## src/rtl/mpp_pkg.sv

```systemverilog
// rtl/mpp_pkg.sv - shared sample width, FSM state type and default constants
package mpp_pkg;
  localparam int SAMPLE_W       = 24;
  localparam int DEFAULT_WINDOW = 17;
  localparam int DEFAULT_THRESH = 20000;

  typedef enum logic {
    ST_IDLE  = 1'b0,
    ST_ACCUM = 1'b1
  } state_e;
endpackage

```

## src/rtl/mpp_abs24.sv

```systemverilog
// rtl/mpp_abs24.sv - combinational signed-24 to unsigned-24 magnitude
module mpp_abs24
  import mpp_pkg::*;
(
  input  logic signed [SAMPLE_W-1:0] x_i,
  output logic        [SAMPLE_W-1:0] mag_o
);
  // Negating -2^23 wraps to 24'h800000, which read as unsigned is exactly 2^23.
  assign mag_o = x_i[SAMPLE_W-1] ? (~x_i + SAMPLE_W'(1)) : x_i;
endmodule

```

## src/rtl/mpp_ring_detector.sv

```systemverilog
// rtl/mpp_ring_detector.sv - windowed sum/abs-sum/extreme analysis of ring-generator samples
module mpp_ring_detector
  import mpp_pkg::*;
#(
  parameter int WINDOW = DEFAULT_WINDOW,
  parameter int SUM_W  = 32,
  parameter int THRESH = DEFAULT_THRESH
) (
  input  logic                       clk,
  input  logic                       rst_n,
  input  logic signed [SAMPLE_W-1:0] sample_in,
  input  logic                       sample_valid,
  input  logic                       clear,
  output logic signed [SUM_W-1:0]    win_sum,
  output logic        [SUM_W-1:0]    win_abs,
  output logic signed [SAMPLE_W-1:0] win_max,
  output logic signed [SAMPLE_W-1:0] win_min,
  output logic                       result_valid,
  output logic                       detect,
  output logic        [15:0]         win_count
);
  localparam int               IDX_W    = $clog2(WINDOW + 1);
  localparam logic [IDX_W-1:0] IDX_LAST = IDX_W'(WINDOW);
  localparam logic [SUM_W-1:0] THRESH_V = SUM_W'(THRESH);

  state_e                     state_q, state_d;
  logic        [IDX_W-1:0]    idx_q, idx_d;
  logic signed [SUM_W-1:0]    sum_q, sum_d;
  logic        [SUM_W-1:0]    abs_q, abs_d;
  logic signed [SAMPLE_W-1:0] max_q, max_d, min_q, min_d;

  logic signed [SUM_W-1:0]    win_sum_q, win_sum_d;
  logic        [SUM_W-1:0]    win_abs_q, win_abs_d;
  logic signed [SAMPLE_W-1:0] win_max_q, win_max_d, win_min_q, win_min_d;
  logic                       rv_q, rv_d, det_q, det_d;
  logic        [15:0]         cnt_q, cnt_d;

  logic        [SAMPLE_W-1:0] mag;
  logic signed [SUM_W-1:0]    x_ext;
  logic        [SUM_W-1:0]    mag_ext;
  logic                       first;
  logic signed [SUM_W-1:0]    sum_new;
  logic        [SUM_W-1:0]    abs_new;
  logic signed [SAMPLE_W-1:0] max_new, min_new;
  logic        [IDX_W-1:0]    idx_new;

  mpp_abs24 u_abs (
    .x_i  (sample_in),
    .mag_o(mag)
  );

  assign x_ext   = {{(SUM_W-SAMPLE_W){sample_in[SAMPLE_W-1]}}, sample_in};
  assign mag_ext = {{(SUM_W-SAMPLE_W){1'b0}}, mag};

  // In IDLE the incoming sample seeds the accumulators instead of adding to them.
  assign first   = (state_q == ST_IDLE);
  assign sum_new = (first ? '0 : sum_q) + x_ext;
  assign abs_new = (first ? '0 : abs_q) + mag_ext;
  assign max_new = (first || sample_in > max_q) ? sample_in : max_q;
  assign min_new = (first || sample_in < min_q) ? sample_in : min_q;
  assign idx_new = (first ? '0 : idx_q) + IDX_W'(1);

  always_comb begin
    state_d   = state_q;
    idx_d     = idx_q;
    sum_d     = sum_q;
    abs_d     = abs_q;
    max_d     = max_q;
    min_d     = min_q;
    win_sum_d = win_sum_q;
    win_abs_d = win_abs_q;
    win_max_d = win_max_q;
    win_min_d = win_min_q;
    det_d     = det_q;
    cnt_d     = cnt_q;
    rv_d      = 1'b0;

    if (clear) begin
      state_d = ST_IDLE;
      idx_d   = '0;
      sum_d   = '0;
      abs_d   = '0;
      max_d   = '0;
      min_d   = '0;
    end else if (sample_valid) begin
      if (idx_new == IDX_LAST) begin
        state_d   = ST_IDLE;
        idx_d     = '0;
        sum_d     = '0;
        abs_d     = '0;
        max_d     = '0;
        min_d     = '0;
        win_sum_d = sum_new;
        win_abs_d = abs_new;
        win_max_d = max_new;
        win_min_d = min_new;
        det_d     = (abs_new >= THRESH_V);
        cnt_d     = cnt_q + 16'd1;
        rv_d      = 1'b1;
      end else begin
        state_d = ST_ACCUM;
        idx_d   = idx_new;
        sum_d   = sum_new;
        abs_d   = abs_new;
        max_d   = max_new;
        min_d   = min_new;
      end
    end
  end

  always_ff @(posedge clk or negedge rst_n) begin
    if (!rst_n) begin
      state_q   <= ST_IDLE;
      idx_q     <= '0;
      sum_q     <= '0;
      abs_q     <= '0;
      max_q     <= '0;
      min_q     <= '0;
      win_sum_q <= '0;
      win_abs_q <= '0;
      win_max_q <= '0;
      win_min_q <= '0;
      det_q     <= 1'b0;
      cnt_q     <= '0;
      rv_q      <= 1'b0;
    end else begin
      state_q   <= state_d;
      idx_q     <= idx_d;
      sum_q     <= sum_d;
      abs_q     <= abs_d;
      max_q     <= max_d;
      min_q     <= min_d;
      win_sum_q <= win_sum_d;
      win_abs_q <= win_abs_d;
      win_max_q <= win_max_d;
      win_min_q <= win_min_d;
      det_q     <= det_d;
      cnt_q     <= cnt_d;
      rv_q      <= rv_d;
    end
  end

  assign win_sum      = win_sum_q;
  assign win_abs      = win_abs_q;
  assign win_max      = win_max_q;
  assign win_min      = win_min_q;
  assign detect       = det_q;
  assign win_count    = cnt_q;
  assign result_valid = rv_q;
endmodule

```

## config.mk

```make
export PLATFORM = sky130hd
export DESIGN_NAME = mpp_ring_detector
export DESIGN_NICKNAME = d
export VERILOG_FILES = /design/src/rtl/mpp_pkg.sv /design/src/rtl/mpp_abs24.sv /design/src/rtl/mpp_ring_detector.sv
export SDC_FILE = /design/constraint.sdc
export NUM_CORES = 1
export LEC_CHECK = 0
export ABC_CLOCK_PERIOD_IN_PS = 6000
export CAP_MARGIN = 10
export CORE_UTILIZATION = 32
export CTS_CLUSTER_DIAMETER = 120
export DETAILED_ROUTE_END_ITERATION = 6
export PLACE_DENSITY = 0.59
export SKIP_CTS_REPAIR_TIMING = 1
export SLEW_MARGIN = 20
export SYNTH_ARGS = -nofsm -noshare
export SYNTH_HDL_FRONTEND = slang
export SYNTH_HIERARCHICAL = 1
export SYNTH_SLANG_ARGS = --single-unit
```

## constraint.sdc

```tcl
create_clock -name clk -period 6 [get_ports clk]
set_input_delay 0.9 -clock clk [delete_from_list [all_inputs] [get_ports clk]]
set_output_delay 0.9 -clock clk [all_outputs]
set_load 0.02 [all_outputs]
```

[Word level (Yosys, flattened, before mapping)]
Index checks and enable logic that the tools add are counted.
Word-level totals
  logic and storage cells: 56
  input bits: 28
  register bits after elaboration: 248
Operators by class
  mux-type cells: 27
  reductions and logical operators: 4
  equality and inequality tests: 1
  add/sub/neg operators: 5
  bitwise gates (word level): 3
  magnitude comparators: 3
Operator list (number)
  two-way mux 32 bit: 8
  two-way mux 24 bit: 9
  adder 32 x 24 -> 32 bit: 1
  adder 32 bit: 1
  greater-or-equal comparator 32 x 15 -> 1 bit, second input constant: 1
  adder 24 x 2 -> 24 bit, second input constant: 1
  greater-than comparator 24 bit: 1
  less-than comparator 24 bit: 1
  NOT 24 bit: 1
  two-way mux 5 bit: 4
  adder 16 x 1 -> 16 bit, second input constant: 1
  two-way mux 1 bit: 6
  adder 5 x 1 -> 5 bit, second input constant: 1
  == test 5 bit, second input constant: 1
  AND reduction 3 bit: 1
  logical OR 1 bit: 2
  NOT 1 bit: 2
  nonzero test 2 bit: 1

[Logic depth before layout (Yosys ltp)]
  word-level depth: 7
  gate-level depth with buffers: 18
  mapped depth without buffers: 17

[Cells and area by module]
Netlist, hierarchy kept.
Modules (own cells, without submodules)
  mpp_ring_detector: cells an instance 1576, times used 1, area an instance 14382.5 µm², sequential area each 6206.0 µm²
  mpp_abs24: cells an instance 75, times used 1, area an instance 536.8 µm², sequential area each 0.0 µm²

[Worst setup path after synthesis]
OpenSTA, ideal clock, no wires.
  kind: input-to-reg
  from: in sample_in[1]
  to: reg det_q, in the netlist detect
  stages: 18
  buffers on the path: 1
  setup time: 133 ps
  data arrival time: 4072 ps
  path slack: 1794 ps
  cell sequence: inv_1 > ha_1 > nor3b_1 > nand4_1 > o21ai_0 > xnor2_1 > ha_1 > clkbuf_1 > nand4_1 > nor4_1 > nand3_1 > nand3_1 > xor2_1 > or3_1 > nor4bb_1 > nand4_1 > nor3_1 > a31oi_1
On the way
  cells in the longest elaborated chain, start to end: 5
RTL lines
  start, declared: RTL line mpp_ring_detector.sv:11  | input logic signed [SAMPLE_W-1:0] sample_in,
  NOT 24 bit: RTL line mpp_abs24.sv:9  | assign mag_o = x_i[SAMPLE_W-1] ? (~x_i + SAMPLE_W'(1)) : x_i;
  adder 24 x 2 -> 24 bit: RTL line mpp_abs24.sv:9
  two-way mux 24 bit: RTL line mpp_abs24.sv:9
  named net mag[16]: RTL line mpp_ring_detector.sv:38  | logic [SAMPLE_W-1:0] mag;
  adder 32 x 24 -> 32 bit: RTL line mpp_ring_detector.sv:58  | assign abs_new = (first ? '0 : abs_q) + mag_ext;
  greater-or-equal comparator 32 x 15 -> 1 bit: RTL line mpp_ring_detector.sv:97  | det_d = (abs_new >= THRESH_V);
  end signal, assigned: RTL line mpp_ring_detector.sv:137  | det_q <= det_d;
  end, declared: RTL line mpp_ring_detector.sv:35  | logic rv_q, rv_d, det_q, det_d;
The timed path passes the listed nets, and every way through them passes these cells.
A chain may end at the register's enable or synchronous reset.

[Final worst setup path]
Ends and elaborated chain as after synthesis.

==> Flow_metrics.wiki <==
{| class="wikitable"
! Metric !! Value
|-
| Cells on worst reg2reg path || 13
|-
| Final-report hold violation count || 0
|-
| All-Layer GR Usage || between 10% and 20%
|-
| Post-route antenna net violation count || 0
|-
| Maximum clock frequency || around 200 MHz
|-
| Largest incremental delay on the critical path || 0.47 ns
|-
| Iteration-0 DRC Markers || ~820
|-
| Data required time at the worst endpoint || 6.44 ns
|-
| Filler Cells Inserted || roughly 4600
|-
| Input/output buffers || between 150 and 200
|-
| Top FF cell, synth || dfrtp_1
|-
| CP arrival || between 5 and 6 ns
|-
| Net switching fraction of the power || ~28%
|-
| Half-perimeter wire length of the detailed placement result || around 32 mm
|-
| Tightest Pin Transition || 0.878 ns
|-
| Clock Power Share || about 44%
|-
| Area of all sequential standard cells || 6210 µm²
|-
| Detailed-router iteration count before antenna repair || 5
|-
| Combinational Power Share || 17.5%
|-
| DRC errors left || 0
|-
| Static Leak || 8.40 nW
|-
| Register-to-register setup slack || 1.87 ns
|-
| Root buffer selected by CTS || clkbuf_16
|-
| Total area of multi-input combinational cells || around 8000 µm²
|-
| Number of synthesized flops with an enable pin || 0
|-
| Clock latency of the later-clocked register in the worst-skew pair || about 0.60 ns
|-
| Floorplan die area || 47500 µm²
|-
| Total vias in the final route || ~13000
|-
| Proportion of power drawn by flip-flops and latches || 38.2%
|-
| Vertical die dimension || about 220 µm
|-
| Cell Area, Synth || ~15000 µm²
|-
| H-tree levels || 1
|-
| Count of max-cap constraint violations || 0
|-
| IR drop worst, VDD || between 150 and 200 µV
|-
| Result of the run || finished clean
|-
| TritonCTS clock tree || done
|-
| Category of the worst setup path capture point || flip-flop
|-
| Register area share after synthesis || between 40% and 50%
|-
| CTS Buffer Depth || 3
|-
| Worst slew margin relative to its limit || 41.4%
|-
| Synth Instances || between 1500 and 2000
|-
| Area of the core || 45700 µm²
|-
| Via count of the first global-routing pass || between 10000 and 15000
|-
| Power Dens Cells || approximately 260 nW/µm²
|-
| Master of the slowest instance on the critical path || clkdlybuf4s50_1
|-
| Number of clock sinks || around 250
|-
| Worst setup skew after layout || 0.0456 ns
|-
| Cell area after layout || roughly 18000 µm²
|-
| Horizontal die dimension || 218 µm
|-
| Synthesized netlist net count || approximately 1800
|-
| Final-layout setup total negative slack || 0 ns
|-
| Layout cell share with drive strength beyond 1 || under 10%
|-
| Startpoint of the worst register-to-register path || state_q$_DFFE_PN0P_
|-
| RSZ-0062 raised after global routing || no
|-
| Avg Inst Size Synth || around 9 µm²
|-
| Fin crit period || approximately 5 ns
|-
| Clock buffers created by TritonCTS || 30
|-
| Number of pins with negative max-slew slack in the final report || 0
|-
| Layout overhead on the synthesized area || 23.3%
|-
| Total net switching power || between 1 and 1.5 mW
|-
| Share of the clock period used by the worst path || about 82%
|-
| CP cell instances || clkdlybuf4s50_1 > inv_1 > ha_1 > nor3b_1 > nand4_1 > o31ai_1 > xnor2_1 > ha_1 > a21oi_1 > o211ai_1 > a2111oi_0 > nand3_1 > a31oi_2 > nand2b_1 > xnor2_1 > nand2_1 > nor4bb_1 > a31oi_1
|-
| Area leader, netlist || dfrtp_1
|-
| Antenna Cells || 0
|-
| Synthesis warning total || 6
|-
| Clock-pin slew on the worst setup and hold paths || around 0.060 ns
|-
| Post-detailed-route wirelength per cell || between 15 and 20 µm
|-
| Share of flip-flops with an asynchronous set or reset after synthesis || 100%
|-
| Pin count of the biggest net entering global routing || approximately 110
|-
| Type of the worst min-delay path || input port to asynchronous set/reset pin
|-
| Cell-internal power || between 3 and 4 mW
|-
| Flip-flop and latch count after synthesis || between 200 and 250
|-
| Starting utilization of the core area || ~33%
|-
| Cell area after placement || roughly 17000 µm²
|-
| Detailed-route wire length || roughly 46 mm
|-
| Net count reported at finish || approximately 1900
|-
| Routability Congestion || 0.875
|-
| Top cell type's share of synthesized area || between 40% and 50%
|-
| Cell types occupying the most area after synthesis || dfrtp_1 42%, ha_1 8.9%, nand2_1 7.5%
|-
| Crit Path Max Fanout || 6
|-
| Final number of setup-violating endpoints || 0
|-
| Row cnt || 78
|-
| Io pins || around 160
|-
| Detailed-route vias per instance || 5.22
|-
| Final core area utilization || 40.3%
|-
| Distinct cell type count after synthesis || about 70
|-
| Critical register-to-register path endpoint || win_sum[17]$_DFFE_PN0P_
|-
| First-pass GRT wire length || 73.3 mm
|-
| Initial antenna violation count || 0
|-
| Remaining Overflow, GRT || 0
|-
| Classification of the worst setup path || input port to flip-flop
|-
| Critical path startpoint category || input port
|}
==> power by group through the flow <==
stage | clock network (mW) | logic (mW) | registers (mW)
6_report | 2.11 | 0.832 | 1.82
3_5_place_dp | 0 | 0.832 | 1.85
2_1_floorplan | 0 | 0.466 | 1.87
3_3_place_gp | 0 | 0.824 | 1.84
5_1_grt | 2.23 | 0.917 | 1.83
4_1_cts | 2.17 | 0.836 | 1.82
==> synth_stat cells (25+ instances only) <==
cell and count:
inv_1 87, mux2i_1 27, a31oi_1 31, clkbuf_1 58, dfrtp_1 248, o21ai_0 121
xor2_1 30, nand2_1 299, nand3_1 54, xnor2_1 65, o221ai_1 25, a21o_1 30
a21oi_1 66, ha_1 106, and2_1 64, a22o_1 70, nor2_1 69
==> how the worst max path moves through the flow <==
stage	startpoint	endpoint	slack, ns
floorplan	sample_in[1]	detect$_DFFE_PN0P_	1.79
global placement	sample_in[1]	detect$_DFFE_PN0P_	0.61
detailed placement	sample_in[1]	detect$_DFFE_PN0P_	0.53
CTS	sample_in[1]	detect$_DFFE_PN0P_	1.14
global route	sample_in[1]	detect$_DFFE_PN0P_	0.81
finish	sample_in[1]	detect$_DFFE_PN0P_	1.06
==> layer usage <==
layer	track usage (%)	part of all wire [%]	up-vias
met1	27.2	47	6182
li1	-	-	6101
met4	6.76	3.0	0
met3	2.72	4.6	60
met2	30.9	45	300
met5	0	0	-
==> kinds of logic (layout without fill, tap and decap cells) <==
group	count (synthesis)	in the layout	synth area share (%)
and+or+nand+nor	583	583	18.3
AOI/OAI and AO/OA	417	417	18.9
DFF	248	248	41.6
buffers and inverters	170	340	4.47
adders and majority gates	108	108	9.16
xor gates and xnor gates	95	95	5.58
muxes	30	30	2.04
==> cells in the final DEF (no fill, tap or decap), types with 3 or more instances in the layout <==
cell type and count:
a2111oi_0 4, a211oi_1 6, a21o_1 30, a21oi_1 66, a22o_1 70, a31o_2 3
a31oi_1 31, a32oi_1 3, and2_1 63, and3_1 7, and4_1 3, buf_4 39
bufinv_16 8, clkbuf_16 30, clkbuf_8 6, clkdlybuf4s50_1 156, clkinv_2 6, dfrtp_1 248
ha_1 106, inv_1 87, mux2_2 3, mux2i_1 27, nand2_1 299, nand2b_1 21
nand3_1 54, nand4_1 24, nor2_1 68, nor2b_1 8, nor3_1 10, nor3b_1 3
o211ai_1 9, o21a_1 5, o21ai_0 121, o21ai_1 7, o21bai_1 3, o221ai_1 25
o31ai_1 9, or3_1 4, xnor2_1 65, xor2_1 30
==> flip-flops by register name, summed over array words and instances (netlist names) <==
| register | flops |
|---|---|
| min_q | 24 |
| win_max | 24 |
| win_min | 24 |
| abs_q | 32 |
| win_abs | 32 |
| max_q | 24 |
| win_sum | 32 |
| state_q | 1 |
| idx_q | 5 |
| result_valid | 1 |
| win_count | 16 |
| sum_q | 32 |
| detect | 1 |
==> final cells by class <==
| class | count | area share, % |
|---|---|---|
| well taps | 600 | 4.08 |
| multi-input cells | 1233 | 43.9 |
| flip-flops and latches | 248 | 33.7 |
| inverters | 88 | 1.80 |
| clock inverters | 17 | 1.67 |
| clock buffers | 38 | 4.57 |
| repair buffers | 197 | 10.3 |
==> critical path: cells and delay by family <==
family / cells / cell delay [ns]
compound gates: 6 / 1.67
simple gates: 6 / 1.46
fa+ha+maj: 2 / 0.60
buf+inv: 2 / 0.57
xor+xnor: 2 / 0.17
==> through the flow <==
step	hold slack, ns	worst slack, ns	total power, mW	cells
6_report	0.314	1.06	4.76	2421
5_1_grt	0.351	0.807	4.98	2421
4_1_cts	0.313	1.14	4.82	2421
3_5_place_dp	0.461	0.531	2.68	2366
3_3_place_gp	0.455	0.612	2.67	2366
2_1_floorplan	0.441	1.79	2.33	1651
Power figures use the tool's default switching activity.
